## config.mk

```make
export PLATFORM = sky130hd
export DESIGN_NAME = pe_array_scheduler
export DESIGN_NICKNAME = d
export VERILOG_FILES = /design/src/rtl/pe_array_scheduler.sv
export SDC_FILE = /design/constraint.sdc
export NUM_CORES = 1
export LEC_CHECK = 0
export ABC_AREA = 1
export ABC_CLOCK_PERIOD_IN_PS = 2300
export CAP_MARGIN = 0
export CORE_UTILIZATION = 40
export CTS_BUF_LIST = sky130_fd_sc_hd__clkbuf_4
export DETAILED_ROUTE_END_ITERATION = 12
export GPL_TIMING_DRIVEN = 0
export PLACE_DENSITY = 0.74
export SETUP_SLACK_MARGIN = 0.15
export SYNTH_ARGS = -nofsm -noshare
export SYNTH_HDL_FRONTEND = slang
export SYNTH_SLANG_ARGS = --single-unit
```

## constraint.sdc

```tcl
create_clock -name clk -period 2.3 [get_ports clk]
set_input_delay 0.46 -clock clk [delete_from_list [all_inputs] [get_ports clk]]
set_output_delay 0.46 -clock clk [all_outputs]
set_load 0.05 [all_outputs]
```

## src/rtl/pe_array_scheduler.sv

```systemverilog
// Sequences an N x N systolic MAC array through one product C = A(NxK) x B(KxN):
// per-step operand fetch, skewed wavefront enables, then a wait for every enabled PE.
module pe_array_scheduler #(
    parameter int unsigned N       = 4,
    parameter int unsigned K_MAX   = 16,
    parameter int unsigned KW      = $clog2(K_MAX + 1),
    parameter int unsigned TIMEOUT = 255
) (
    input  logic            clk,
    input  logic            rst_n,
    input  logic            start,
    input  logic [KW-1:0]   k_len,
    input  logic            abort,
    output logic            op_rd_en,
    output logic [KW-1:0]   op_rd_k,
    input  logic            op_rd_valid,
    output logic            acc_clr,
    output logic [N*N-1:0]  pe_en,
    input  logic [N*N-1:0]  pe_ready,
    output logic            busy,
    output logic            done,
    output logic            error,
    output logic [KW+3:0]   step
);

    localparam int unsigned NN    = N * N;
    localparam int unsigned SW    = KW + 4;
    localparam int unsigned CW    = $clog2(TIMEOUT + 1);
    localparam int unsigned DRAIN = 2 * N - 2;

    typedef enum logic [2:0] {
        S_IDLE,
        S_FETCH,
        S_FWAIT,
        S_ISSUE,
        S_WAIT,
        S_DONE
    } state_t;

    state_t          r_state;
    logic [KW-1:0]   r_k_len;
    logic [NN-1:0]   r_mask;
    logic [CW-1:0]   r_cnt;

    logic [NN-1:0]   w_mask;
    logic [SW-1:0]   w_s_total;
    logic [SW-1:0]   w_step_nxt;
    logic            w_k_ok;
    logic            w_fetch;
    logic            w_all_ready;
    logic            w_timeout;

    // Wavefront: PE(i,j) is active while step-(i+j) lies in [0, k_len)
    always_comb begin
        w_mask = '0;
        for (int i = 0; i < int'(N); i++) begin
            for (int j = 0; j < int'(N); j++) begin
                if ((int'(step) >= i + j) && (int'(step) - (i + j) < int'(r_k_len))) begin
                    w_mask[i * int'(N) + j] = 1'b1;
                end
            end
        end
    end

    assign w_s_total   = SW'(r_k_len) + SW'(DRAIN);
    assign w_step_nxt  = step + SW'(1);
    assign w_k_ok      = (k_len != '0) && (k_len <= KW'(K_MAX));
    assign w_fetch     = step < SW'(r_k_len);
    assign w_all_ready = (pe_ready & r_mask) == r_mask;
    assign w_timeout   = r_cnt == CW'(TIMEOUT - 1);

    always_ff @(posedge clk or negedge rst_n) begin
        if (!rst_n) begin
            r_state  <= S_IDLE;
            r_k_len  <= '0;
            r_mask   <= '0;
            r_cnt    <= '0;
            op_rd_en <= 1'b0;
            op_rd_k  <= '0;
            acc_clr  <= 1'b0;
            pe_en    <= '0;
            busy     <= 1'b0;
            done     <= 1'b0;
            error    <= 1'b0;
            step     <= '0;
        end else begin
            op_rd_en <= 1'b0;
            acc_clr  <= 1'b0;
            pe_en    <= '0;
            done     <= 1'b0;
            error    <= 1'b0;

            if (abort) begin
                r_state <= S_IDLE;
                busy    <= 1'b0;
            end else begin
                case (r_state)
                    S_IDLE: begin
                        if (start) begin
                            if (!w_k_ok) begin
                                error <= 1'b1;
                            end else begin
                                r_k_len <= k_len;
                                step    <= '0;
                                acc_clr <= 1'b1;
                                busy    <= 1'b1;
                                r_state <= S_FETCH;
                            end
                        end
                    end
                    // Drain steps (step >= k_len) skip the fetch entirely
                    S_FETCH: begin
                        if (w_fetch) begin
                            op_rd_en <= 1'b1;
                            op_rd_k  <= KW'(step);
                            r_state  <= S_FWAIT;
                        end else begin
                            pe_en   <= w_mask;
                            r_mask  <= w_mask;
                            r_state <= S_ISSUE;
                        end
                    end
                    S_FWAIT: begin
                        if (op_rd_valid) begin
                            pe_en   <= w_mask;
                            r_mask  <= w_mask;
                            r_state <= S_ISSUE;
                        end
                    end
                    S_ISSUE: begin
                        r_cnt   <= '0;
                        r_state <= S_WAIT;
                    end
                    // Completion wins over a timeout landing in the same cycle
                    S_WAIT: begin
                        if (w_all_ready) begin
                            step <= w_step_nxt;
                            if (w_step_nxt == w_s_total) begin
                                done    <= 1'b1;
                                r_state <= S_DONE;
                            end else begin
                                r_state <= S_FETCH;
                            end
                        end else if (w_timeout) begin
                            error   <= 1'b1;
                            busy    <= 1'b0;
                            r_state <= S_IDLE;
                        end else begin
                            r_cnt <= r_cnt + CW'(1);
                        end
                    end
                    S_DONE: begin
                        busy    <= 1'b0;
                        r_state <= S_IDLE;
                    end
                    default: begin
                        busy    <= 1'b0;
                        r_state <= S_IDLE;
                    end
                endcase
            end
        end
    end

endmodule

```

Word level (Yosys, flattened, before mapping)

Index checks and enable logic that the tools add are counted.
W data, S select, Z words.

Flip-flop bits (word level): 67
Output and inout bits: 35

Reductions and logical operators: 20
Mux-type cells: 53
Add/subtract/negate cells: 9
Eq/ne operators: 21
Bitwise operators: 2
Magnitude comparators: 15

Operators with widths:

| kind                   | count |
|---|---|
| $mux W16               | 5 |
| $pmux W16 S2           | 2 |
| $lt A10 B6 Y1          | 6 |
| $sub A9 B3 Y10 const B | 3 |
| $mux W1                | 29 |
| $ge A9 B3 Y1 const B   | 3 |
| $mux W9                | 3 |
| $mux W3                | 7 |
| $sub A9 B2 Y10 const B | 2 |
| $ge A9 B2 Y1 const B   | 2 |
| $lt A9 B5 Y1           | 2 |
| $pmux W9 S2            | 1 |
| $and A16 B16 Y16       | 1 |
| $eq A16 B16 Y1         | 1 |
| $mux W8                | 2 |
| $pmux W8 S2            | 1 |
| $reduce_and A4 Y1      | 4 |
| $ne A3 B3 Y1 const B   | 5 |
| $pmux W3 S5            | 1 |
| $ne A2 B2 Y1 const B   | 7 |
| $reduce_and A5 Y1      | 2 |
| $sub A9 B1 Y10 const B | 1 |
| $add A9 B1 Y9 const B  | 1 |
| $eq A9 B6 Y1           | 1 |
| 19 further kinds       | 28 |

Depth between registers and ports, before layout

Gate-level depths: netlist of run 1.

Depth after elaboration: 7
Mapped depth: 16

Worst setup path after synthesis of run 1

OpenSTA, ideal clock, no wires.

Path kind: flip-flop to flip-flop
Start: register step[2]
End: register r_mask[4]
Cell stages (with the launch flop): 15
Data required time: 2235 ps
Path slack: -324 ps
Data arrival time: 2559 ps
Path through: dfrtp_1 > inv_1 > ha_1 > clkbuf_1 > nand2_1 > xor2_1 > inv_1 > ha_1 > nor2_1 > o211ai_1 > nor2_1 > nand3_1 > nand2_1 > nand3_1 > nand2_1

Word-level cells in the longest chain between the ends: 6
Elaborated cells on any way between the ends: 11
Those cells by class: add/sub (1); order compare (3); eq/ne (1); mux (4); reduce/logical (2)

RTL lines:

| what                               | RTL line | RTL |
|---|---|---|
| start: declaration                 | 23       | `output logic [KW+3:0] step` |
| start signal: assignment           | 137      | `step <= w_step_nxt;` |
| $sub A9 B1 Y10                     | 58       | `if ((int'(step) >= i + j) && (int'(step) - (i + j) < int'(r_k_len))) begin` |
| $lt A10 B6 Y1                      | 58       |  |
| $logic_and A1 B1 Y1                | 58       |  |
| $mux W1                            | 58       |  |
| $mux W16, on equally long branches | 124, 113 |  |
| $pmux W16 S2                       | 97       | `case (r_state)` |
| end signal: assignment             | 119      | `r_mask <= w_mask;` |
| end signal: assignment             | 126      | `r_mask <= w_mask;` |
| end: declaration                   | 42       | `logic [NN-1:0] r_mask;` |

Several ways; a longest one is shown, not always the timed one. The select of a mux whose other input is x is not followed.
A chain may end at the register's enable or synchronous reset.

Worst setup path in the final report of run 1

Ends and elaborated chain as after synthesis.

==> results of run 1 <==
## layout make-up
type                    count  area (sq um)
plain buffers              22           216
clock buffers               5          37.5
clock inverters             3          43.8
fillers                   994          4690
inverters                  89           362
multi-input cells         437          2700
flip-flops and latches     49          1240
well taps                 136           170
repair buffers             86           821
## power by group
group	leakage [nW]	internal (mW)	switching [mW]	total [mW]
sequential	0.657	1.01	0.131	1.14
clock	0.0456	0.231	0.316	0.547
combinational	2.31	0.613	1.04	1.65
## kinds of logic after synthesis
group	Yosys count
DFF	49
xor gates and xnor gates	24
and+or+nand+nor	295
adders and majority gates	45
buffers and inverters	111
AOI/OAI and AO/OA	73
## layer usage
| layer | routed length (um) | global-route usage (%) | share of wire [%] |
|---|---|---|---|
| met5 | 0 | 0 | 0 |
| met4 | 398 | 9.46 | 3.2 |
| met1 | 5680 | 31.1 | 45 |
| met2 | 5690 | 37.5 | 45 |
| met3 | 785 | 3.62 | 6.3 |
## worst min path at each step
| stage | cells past startpoint | slack [ns] | endpoint | from |
|---|---|---|---|---|
| after global placement | 2 | 0.47 | r_mask[12]$_DFFE_PN0P_ | r_mask[12]$_DFFE_PN0P_ |
| after detailed placement | 2 | 0.47 | r_mask[4]$_DFFE_PN0P_ | r_mask[4]$_DFFE_PN0P_ |
| after global routing | 1 | 0.07 | pe_en[8]$_DFF_PN0_ | rst_n |
| after floorplan | 0 | 0.16 | acc_clr$_DFF_PN0_ | rst_n |
| after CTS | 1 | 0.05 | pe_en[8]$_DFF_PN0_ | rst_n |
| final | 1 | 0.04 | r_state[0]$_DFFE_PN0P_ | rst_n |
## layout by cell type, fill, tap and decap left out, types with 4 or more instances in the layout
master,netlist,final
dfrtp_1,49,45
nand3_1,57,53
nand2_4,1,5
nor2_1,34,32
nand2_1,161,150
nand4_1,16,16
nor2_4,5,5
xor2_1,20,18
buf_6,3,4
ha_4,0,7
nand2_2,6,13
nand3_2,2,6
o31ai_1,4,4
ha_2,0,5
nor3_1,5,5
clkbuf_4,0,5
clkdlybuf4s50_1,0,44
buf_4,12,34
dlygate4sd2_1,0,13
inv_1,83,77
ha_1,45,33
o21ai_0,40,33
o21ai_1,7,13
xnor2_1,4,4
a21oi_1,16,14
inv_2,5,7
## sequential cells by signal (all words and copies together) (netlist names)
name	cells
error	1
r_state	3
pe_en	7
r_k_len	5
op_rd_k	5
r_mask	7
op_rd_en	1
step	9
acc_clr	1
busy	1
done	1
r_cnt	8
## through the flow
stage / setup slack (ns) / cell area (sq um)
finish: -0.00715 / 5590
global route: -0.139 / 5590
CTS: 0.0105 / 5480
detailed placement: -0.392 / 5080
global placement: -0.929 / 5060
floorplan: 0.140 / 4290
## timing repair
action                                  CTS  global route
resized for setup                        49            22
endpoints found under the setup margin   36            38
pin swaps                                18            13
buffers inserted                         22             3
==> flow_summary_export.csv, run 1 <==
group,metric,value,unit
clock_tree,clkTransAtPathRegs,0.17,ns
finish,diodes,0,
synthesis,ys_warn_count,0,
global_routing,antenna_found_initial,0,
clock_tree,cts_buffers,5,
sta,fmax,433,MHz
critical_path,path_cells,"clkinvlp_4 -> buf_6 -> ha_4 -> clkbuf_16 -> nand2_4 -> xor2_1 -> inv_1 -> ha_2 -> nor2_1 -> o211ai_1 -> nor2_1 -> nand3_1 -> nand2_1 -> nand3_2 -> nand2_1",
finish,fin_util,54.4,%
synthesis,synth_fa_ha_area_share,13.3,%
drt,drtAntennaViolNets,0,
critical_path,cp-end-kind,"flip-flop",
synthesis,ys_seq_elements,49,
sta,rsz0062_at_grt,"yes",
synthesis,synth_simple_gate_area_share,31.4,%
power_and_ir_drop,p_leak,3.02,nW
synthesis,yosysMostFrequentCell,"nand2_1",
sta,timing.final.crit_share,100,%
power_and_ir_drop,p_per_area,598,nW/um^2
sta,setup_ws,-0.00715,ns
synthesis,synth_top_cell_area_share,29.0,%
drt,dr.pass1.iters,5,
critical_path,crit_fanout,7,
critical_path,path_class,"reg2reg",
floorplan,die_w,105,um
critical_path,r2r_slack,-0.007,ns
critical_path,crit_required,2.65,ns
synthesis,synth_ff_type,"dfrtp_1",
placement,port_buffers,60,
finish,drive_above_1_share,18.1,%
placement,placedCellCount,794,
global_routing,grt_max_degree,27,
job,cap_viol_max_count,0,
min_path,holdCritPathClass,"in2async",
floorplan,rows,37,
synthesis,synth_top_family_by_area,"simple AND/OR/NAND/NOR gates",
clock_tree,cts_tree,"built",
sta,max_slew_margin,61.4,%
sta,min_period,2.31,ns
clock_tree,cts_buffer_depth,2,
finish,fin_nets,761,
drt,remaining_drc_errors,0,
sta,fin_tns_setup,-0.0135,ns
critical_path,max_stage_delay,0.51,ns
synthesis,syn_area_per_cell,7.08,sq um
synthesis,synth_edf_count,0,
critical_path,r2r_cells,15,
status,violations,"setup timing",
floorplan,initial_core_util,41.1,%
floorplan,dieArea,11000,sq um
sta,worst_pin_slew,0.580,ns
critical_path,r2r-start,"step[2]$_DFFE_PN0P_",
sta,finalClockSkew,0.0369,ns
global_routing,grt_usage,23.3,%
synthesis,synth_common_cells,"nand2_1, inv_1, nand3_1, dfrtp_1, ha_1",
clock_tree,worstSkewPairLatency,0.39,ns
drt,via_count,4297,
synthesis,muxShareOfSynthArea,0,%
floorplan,coreArea,10300,sq um
drt,wire_per_inst,15.2,um
synthesis,async_flop_share,100,%
synthesis,yosysTopAreaCell,"dfrtp_1",
power_and_ir_drop,vdd_drop_max,0.000504,V
floorplan,fp.dieH,105,um
clock_tree,cts_root_buffer,"clkbuf_4",
critical_path,startpoint_type,"flip-flop",
power_and_ir_drop,p_total,3.34,mW
global_routing,grt_pass1_wl,20300,um
sta,holdWs,0.0371,ns
sta,hold_viol,0,
synthesis,synth_area_leaders,"dfrtp_1, nand2_1, ha_1",
critical_path,arrival,2.66,ns
floorplan,io_pins,61,
synthesis,synth-compound-area-share,9.26,%
placement,dp_hpwl,9390,um
critical_path,cpMaxStageDelayCell,"dfrtp_4",
synthesis,syn_inst,597,
placement,gp_congestion,0.947,
finish,final-instance-count-excl-fill,827,
critical_path,worst-path-stages,15,
synthesis,synth_fp_nets,668,
synthesis,synth-xor-area-share,4.97,%
sta,slew_viol_final,0,
global_routing,grt_pass1_vias,4066,
drt,drt_iter0_markers,320,
status,status,"complete, but fails checks",
critical_path,critPathCapture,"r_mask[4]$_DFFE_PN0P_",
synthesis,synth_area,4230,sq um
sta,finalSetupViolCount,2,
critical_path,path_buf_inv,4,
critical_path,path_delay_family,"simple AND/OR/NAND/NOR gates",
finish,syn_to_final_growth,32.1,%
clock_tree,htreeDepth,2,
critical_path,regToRegEndpoint,"r_mask[4]$_DFFE_PN0P_",
critical_path,setup.worst_path.start,"step[2]$_DFFE_PN0P_",
drt,wl,12600,um
drt,vias_per_cell,5.20,
synthesis,ys_types,37,
global_routing,grt-ovfl-total,0,
synthesis,seq_area_frac_synth,29.0,%
clock_tree,postCtsHoldBufs,0,
clock_tree,clock-sinks,49,
No activity file was read; power rests on OpenSTA's default activity.
==> inputs of run 2 (changes only) <==
DONT_BUFFER_PORTS = 1   (was default)
PLACE_DENSITY = 0.66   (was 0.74)
==> flow_summary_export.csv, run 2 (synthesis results as in run 1) <==
group,metric,value,unit
finish,diodes,0,
drt,dr.pass1.iters,5,
finish,largest_register_ff_count,9,
job,cap_viol_max_count,0,
critical_path,cp-end-kind,"flip-flop",
floorplan,initial_core_util,41.1,%
clock_tree,htreeDepth,2,
clock_tree,cts_tree,"built",
floorplan,io_pins,61,
sta,worst_pin_slew,0.708,ns
status,status,"complete, but fails checks",
drt,remaining_drc_errors,0,
sta,min_period,2.45,ns
critical_path,path_class,"reg2reg",
finish,fin_nets,693,
floorplan,dieArea,11000,sq um
critical_path,r2r-start,"step[2]$_DFFE_PN0P_",
sta,finalSetupViolCount,21,
critical_path,regToRegEndpoint,"r_mask[8]$_DFFE_PN0P_",
global_routing,grt_pass1_wl,19300,um
finish,mostFrequentLayoutCells,"nand2_1, inv_1, nand3_1, dfrtp_1, ha_1",
critical_path,crit_fanout,7,
placement,placedCellCount,733,
status,violations,"setup timing",
floorplan,rows,37,
floorplan,fp.dieH,105,um
critical_path,arrival,2.74,ns
sta,slew_viol_final,0,
min_path,min_path_cells,1,
critical_path,startpoint_type,"flip-flop",
sta,setup_ws,-0.152,ns
drt,wl,11800,um
sta,fmax,408,MHz
drt,wire_per_inst,15.6,um
drt,drt_iter0_markers,239,
finish,fin_area,4880,sq um
global_routing,grt_usage,22.4,%
placement,gp_congestion,0.957,
global_routing,grt-ovfl-total,0,
finish,syn_to_final_growth,15.4,%
placement,dpl-instance-area,4460,sq um
global_routing,antenna_found_initial,0,
sta,timing.final.crit_share,107,%
finish,top_register,"step",
placement,dp_slack,-0.561,ns
finish,top_regs,"step x9, r_cnt x8",
sta,rsz0062_at_grt,"yes",
clock_tree,cts_buffers,5,
drt,drtAntennaViolNets,0,
power_and_ir_drop,p_per_area,659,nW/um^2
power_and_ir_drop,vdd_drop_max,0.000459,V
critical_path,r2r_cells,11,
critical_path,r2r_slack,-0.15,ns
placement,port_buffers,0,
clock_tree,cts_buffer_depth,2,
sta,holdWs,0.0953,ns
global_routing,grt_max_degree,50,
drt,vias_per_cell,5.22,
clock_tree,clock-sinks,49,
sta,max_slew_margin,52.8,%
sta,finalClockSkew,0.0188,ns
finish,drive_above_1_share,17.3,%
min_path,holdCritPathClass,"in2reg",
clock_tree,cts_root_buffer,"clkbuf_4",
finish,nFillCells,1059,
global_routing,grt_pass1_vias,3717,
min_path,hold_path_end,"done$_DFF_PN0_",
drt,via_count,3959,
sta,hold_viol,0,
min_path,hold_path_startpoint,"abort",
critical_path,crit_required,2.59,ns
power_and_ir_drop,p_leak,2.64,nW
finish,final-instance-count-excl-fill,759,
floorplan,coreArea,10300,sq um
clock_tree,worstSkewPairLatency,0.40,ns
finish,mostFrequentLayoutCell,"nand2_1",
floorplan,die_w,105,um
clock_tree,clkTransAtPathRegs,0.16,ns
placement,dp_hpwl,8930,um
[run 2: cell count changes in the layout (fill, tap and decap cells not counted), sizes merged]
cell           change
clkdlybuf4s50     -44
dlygate4sd2       -13
buf               -11
dlymetal6s2s       -2
clkdlybuf4s18      +1
clkinvlp           -1
dlygate4sd3        +1
inv                +1
[run 2: worst max path at each step]
stage,startpoint,end
finish,step[2]$_DFFE_PN0P_,r_mask[8]$_DFFE_PN0P_
global route,step[2]$_DFFE_PN0P_,r_mask[12]$_DFFE_PN0P_
CTS,step[2]$_DFFE_PN0P_,r_mask[8]$_DFFE_PN0P_
detailed placement,step[2]$_DFFE_PN0P_,r_mask[8]$_DFFE_PN0P_
global placement,step[2]$_DFFE_PN0P_,r_mask[8]$_DFFE_PN0P_
floorplan,step[2]$_DFFE_PN0P_,r_mask[4]$_DFFE_PN0P_
[run 2: power by group]
part	total, mW	internal, mW	switching (mW)
Sequential	1.23	1.01	0.223
Combinational	1.45	0.550	0.900
Clock	0.536	0.231	0.305
Total	3.22	1.79	1.43
[run 2: per-stage QoR]
step / setup TNS (ns) / utilization (%) / total power [mW]
after floorplan: 0 / - / 2.21
after global placement: -8.41 / 43.4 / 2.49
after detailed placement: -8.75 / 43.4 / 2.53
after CTS: -0.871 / 46.9 / 3.19
after global routing: -4.84 / 47.5 / 3.50
final: -1.82 / 47.5 / 3.22
[run 2: area by class of cell]
type | instances | area, sq um | share of cell area [%]
multi-input combinational | 437 | 2650 | 54.3
buffer | 22 | 208 | 4.25
tap | 136 | 170 | 3.49
clock inverter | 3 | 43.8 | 0.897
inverter | 89 | 355 | 7.28
clock buffer | 5 | 37.5 | 0.769
timing repair buffer | 18 | 175 | 3.59
sequential | 49 | 1240 | 25.4
[run 2: repair_timing]
item                                    in CTS  in global routing
endpoints found under the setup margin      23                 23
hold buffers                                 2                  0
hold endpoints to repair                    49                  0
resized for setup                           33                 11
pin swaps                                   19                  6
buffers inserted                            13                  3
[run 2: critical path, cell delays in order (launching register included)]
cell and delay (ns):
dfrtp_4 0.62, clkinvlp_4 0.27, ha_4 0.24, xor2_1 0.14, ha_1 0.29, nand2_1 0.05
o21ai_0 0.34, nand2_1 0.12, nand3_2 0.10, o21ai_2 0.06, nand3_2 0.08, nand2_1 0.06
[run 2: metal layers]
layer	track usage (%)	vias to the layer above	routed length, um
li1	-	1964	-
met1	32.1	1837	5680
met2	35.2	144	5260
met3	3.31	14	694
met4	5.43	0	187
met5	0	-	0
==> inputs of run 3 (changes only) <==
CORE_UTILIZATION = 48   (was 40)
PLACE_DENSITY = 0.75   (was 0.66)
SKIP_LAST_GASP = 1   (was default)
==> flow_summary_export.csv, run 3 (synthesis results as in run 1) <==
group,metric,value,unit
sta,hold_viol,0,
finish,drive_above_1_share,25.3,%
floorplan,dieArea,9190,sq um
drt,vias_per_cell,5.58,
critical_path,startpoint_type,"flip-flop",
floorplan,io_pins,61,
drt,wl_met1,5150,um
finish,fin_area,5200,sq um
sta,fmax,411,MHz
finish,syn_to_final_growth,23.0,%
min_path,min_path_cells,1,
critical_path,cp-end-kind,"flip-flop",
power_and_ir_drop,comb_power_share,48.5,%
finish,diodes,0,
global_routing,grt_max_degree,50,
placement,dpl-instance-area,4430,sq um
floorplan,die_w,95.9,um
sta,min_period,2.43,ns
floorplan,coreArea,8380,sq um
finish,top_regs,"step x9, r_cnt x8",
clock_tree,htreeDepth,2,
power_and_ir_drop,p_sw_share,44.6,%
critical_path,path_delay_family,"simple AND/OR/NAND/NOR gates",
placement,dp_hpwl,8660,um
drt,drtAntennaViolNets,0,
sta,holdWs,0.137,ns
job,cap_viol_max_count,0,
finish,mostFrequentLayoutCells,"nand2_1, inv_1, nand3_1, dfrtp_1, buf_4",
sta,timing.final.crit_share,106,%
sta,rsz0062_at_grt,"yes",
critical_path,arrival,2.75,ns
placement,gp_congestion,0.933,
critical_path,path_cells,"clkinvlp_4 -> buf_12 -> buf_4 -> ha_4 -> nand2_2 -> nand2_2 -> xor2_1 -> ha_1 -> nand2_1 -> nand2_2 -> nand2_2 -> nand3_1 -> nand2_1 -> nand3_2 -> nand2_1",
critical_path,max_stage_delay,0.62,ns
sta,worst_pin_slew,0.690,ns
status,status,"complete, but fails checks",
critical_path,cpMaxStageDelayCell,"dfrtp_4",
sta,finalClockSkew,0.0179,ns
drt,remaining_drc_errors,0,
critical_path,r2r-start,"step[2]$_DFFE_PN0P_",
floorplan,initial_core_util,50.5,%
status,violations,"setup timing",
min_path,hold_path_startpoint,"abort",
placement,port_buffers,0,
min_path,holdCritPathClass,"in2reg",
drt,met3_length,909,um
power_and_ir_drop,vdd_drop_max,0.000550,V
drt,wl,12000,um
global_routing,grt_pass1_vias,3807,
drt,wl_met2,5800,um
critical_path,regToRegEndpoint,"r_mask[12]$_DFFE_PN0P_",
power_and_ir_drop,clock_power_share,15.0,%
power_and_ir_drop,p_per_area,646,nW/um^2
critical_path,path_buf_inv,3,
drt,dr.pass1.iters,5,
finish,fin_nets,711,
finish,top_register,"step",
power_and_ir_drop,p_leak,2.75,nW
global_routing,grt_usage,26.9,%
finish,largest_register_ff_count,9,
drt,wire_per_inst,16.0,um
clock_tree,cts_buffers,5,
global_routing,grt-ovfl-total,0,
critical_path,r2r_cells,15,
clock_tree,cts_tree,"built",
clock_tree,worstSkewPairLatency,0.37,ns
min_path,hold_path_end,"done$_DFF_PN0_",
drt,highest_layer,"met4",
floorplan,fp.dieH,95.9,um
clock_tree,cts_buffer_depth,2,
sta,slew_viol_final,0,
drt,via_count,4159,
power_and_ir_drop,p_seq_share,36.5,%
sta,finalSetupViolCount,9,
critical_path,r2r_slack,-0.13,ns
critical_path,cpMostUsedCell,"nand2_2",
global_routing,antenna_found_initial,0,
critical_path,crit_fanout,7,
sta,max_slew_margin,54.0,%
finish,mostFrequentLayoutCell,"nand2_1",
clock_tree,clkTransAtPathRegs,0.15,ns
critical_path,path_class,"reg2reg",
power_and_ir_drop,p_sw,1.50,mW
critical_path,crit_required,2.62,ns
drt,drt_iter0_markers,317,
global_routing,grt_pass1_wl,18900,um
power_and_ir_drop,internal_power,1.86,mW
sta,setup_ws,-0.132,ns
clock_tree,cts_root_buffer,"clkbuf_4",
floorplan,rows,33,
clock_tree,clock-sinks,49,
## run 3: how the worst max path moves through the flow
stage	from	to	slack (ns)	cells past startpoint
5_1_grt	step[2]$_DFFE_PN0P_	r_mask[12]$_DFFE_PN0P_	-0.22	15
3_5_place_dp	step[2]$_DFFE_PN0P_	r_mask[15]$_DFFE_PN0P_	-0.46	11
4_1_cts	step[2]$_DFFE_PN0P_	r_mask[8]$_DFFE_PN0P_	-0.04	12
6_report	step[2]$_DFFE_PN0P_	r_mask[12]$_DFFE_PN0P_	-0.13	15
3_3_place_gp	step[2]$_DFFE_PN0P_	r_mask[15]$_DFFE_PN0P_	-0.43	11
2_1_floorplan	step[2]$_DFFE_PN0P_	r_mask[4]$_DFFE_PN0P_	0.14	14
## run 3: worst reg2reg max path: stages (launching register included)
cell and delay [ns]:
dfrtp_4 0.62, clkinvlp_4 0.18, buf_12 0.17, buf_4 0.15, ha_4 0.16, nand2_2 0.07, nand2_2 0.07, xor2_1 0.20
ha_1 0.28, nand2_1 0.09, nand2_2 0.07, nand2_2 0.06, nand3_1 0.06, nand2_1 0.08, nand3_2 0.08, nand2_1 0.08
## run 3: metal layers
metal,track usage (%),up-vias
li1,-,2000
met1,35.4,1960
met2,46.2,190
met3,4.90,9
met4,5.60,0
met5,0,-
## run 3: cell type report
cell class                 count  area, sq um
inverter                      89          370
fill                         732         3180
timing repair buffer          36          322
sequential                    49         1240
buffer                        22          209
clock inverter                 3         41.3
tap                          105          131
clock buffer                   5         37.5
multi-input combinational    437         2850
## run 3: power by group through the flow
stage	logic [mW]	registers, mW	clock network, mW
after global routing	1.83	1.25	0.552
after detailed placement	1.27	1.24	0
after CTS	1.41	1.23	0.514
after floorplan	0.997	1.21	0
final	1.63	1.23	0.503
after global placement	1.23	1.24	0
## run 3: metrics by stage
stage | TNS, ns | util [%] | power (mW) | cells | setup slack (ns)
2_1_floorplan | 0 | - | 2.21 | 597 | 0.140
3_3_place_gp | -6.94 | 52.8 | 2.46 | 702 | -0.432
3_5_place_dp | -7.57 | 52.8 | 2.52 | 702 | -0.462
4_1_cts | -0.296 | 58.8 | 3.15 | 731 | -0.0448
5_1_grt | -1.82 | 62.1 | 3.63 | 746 | -0.224
6_report | -0.500 | 62.1 | 3.36 | 746 | -0.132
## run 3: what timing repair did
action,4_1_cts,5_1_grt
pin swaps,21,33
endpoints found under the setup margin,23,23
cloned,0,1
setup buffers,19,14
resized for setup,55,60
hold buffers,2,0
hold endpoints to repair,49,0
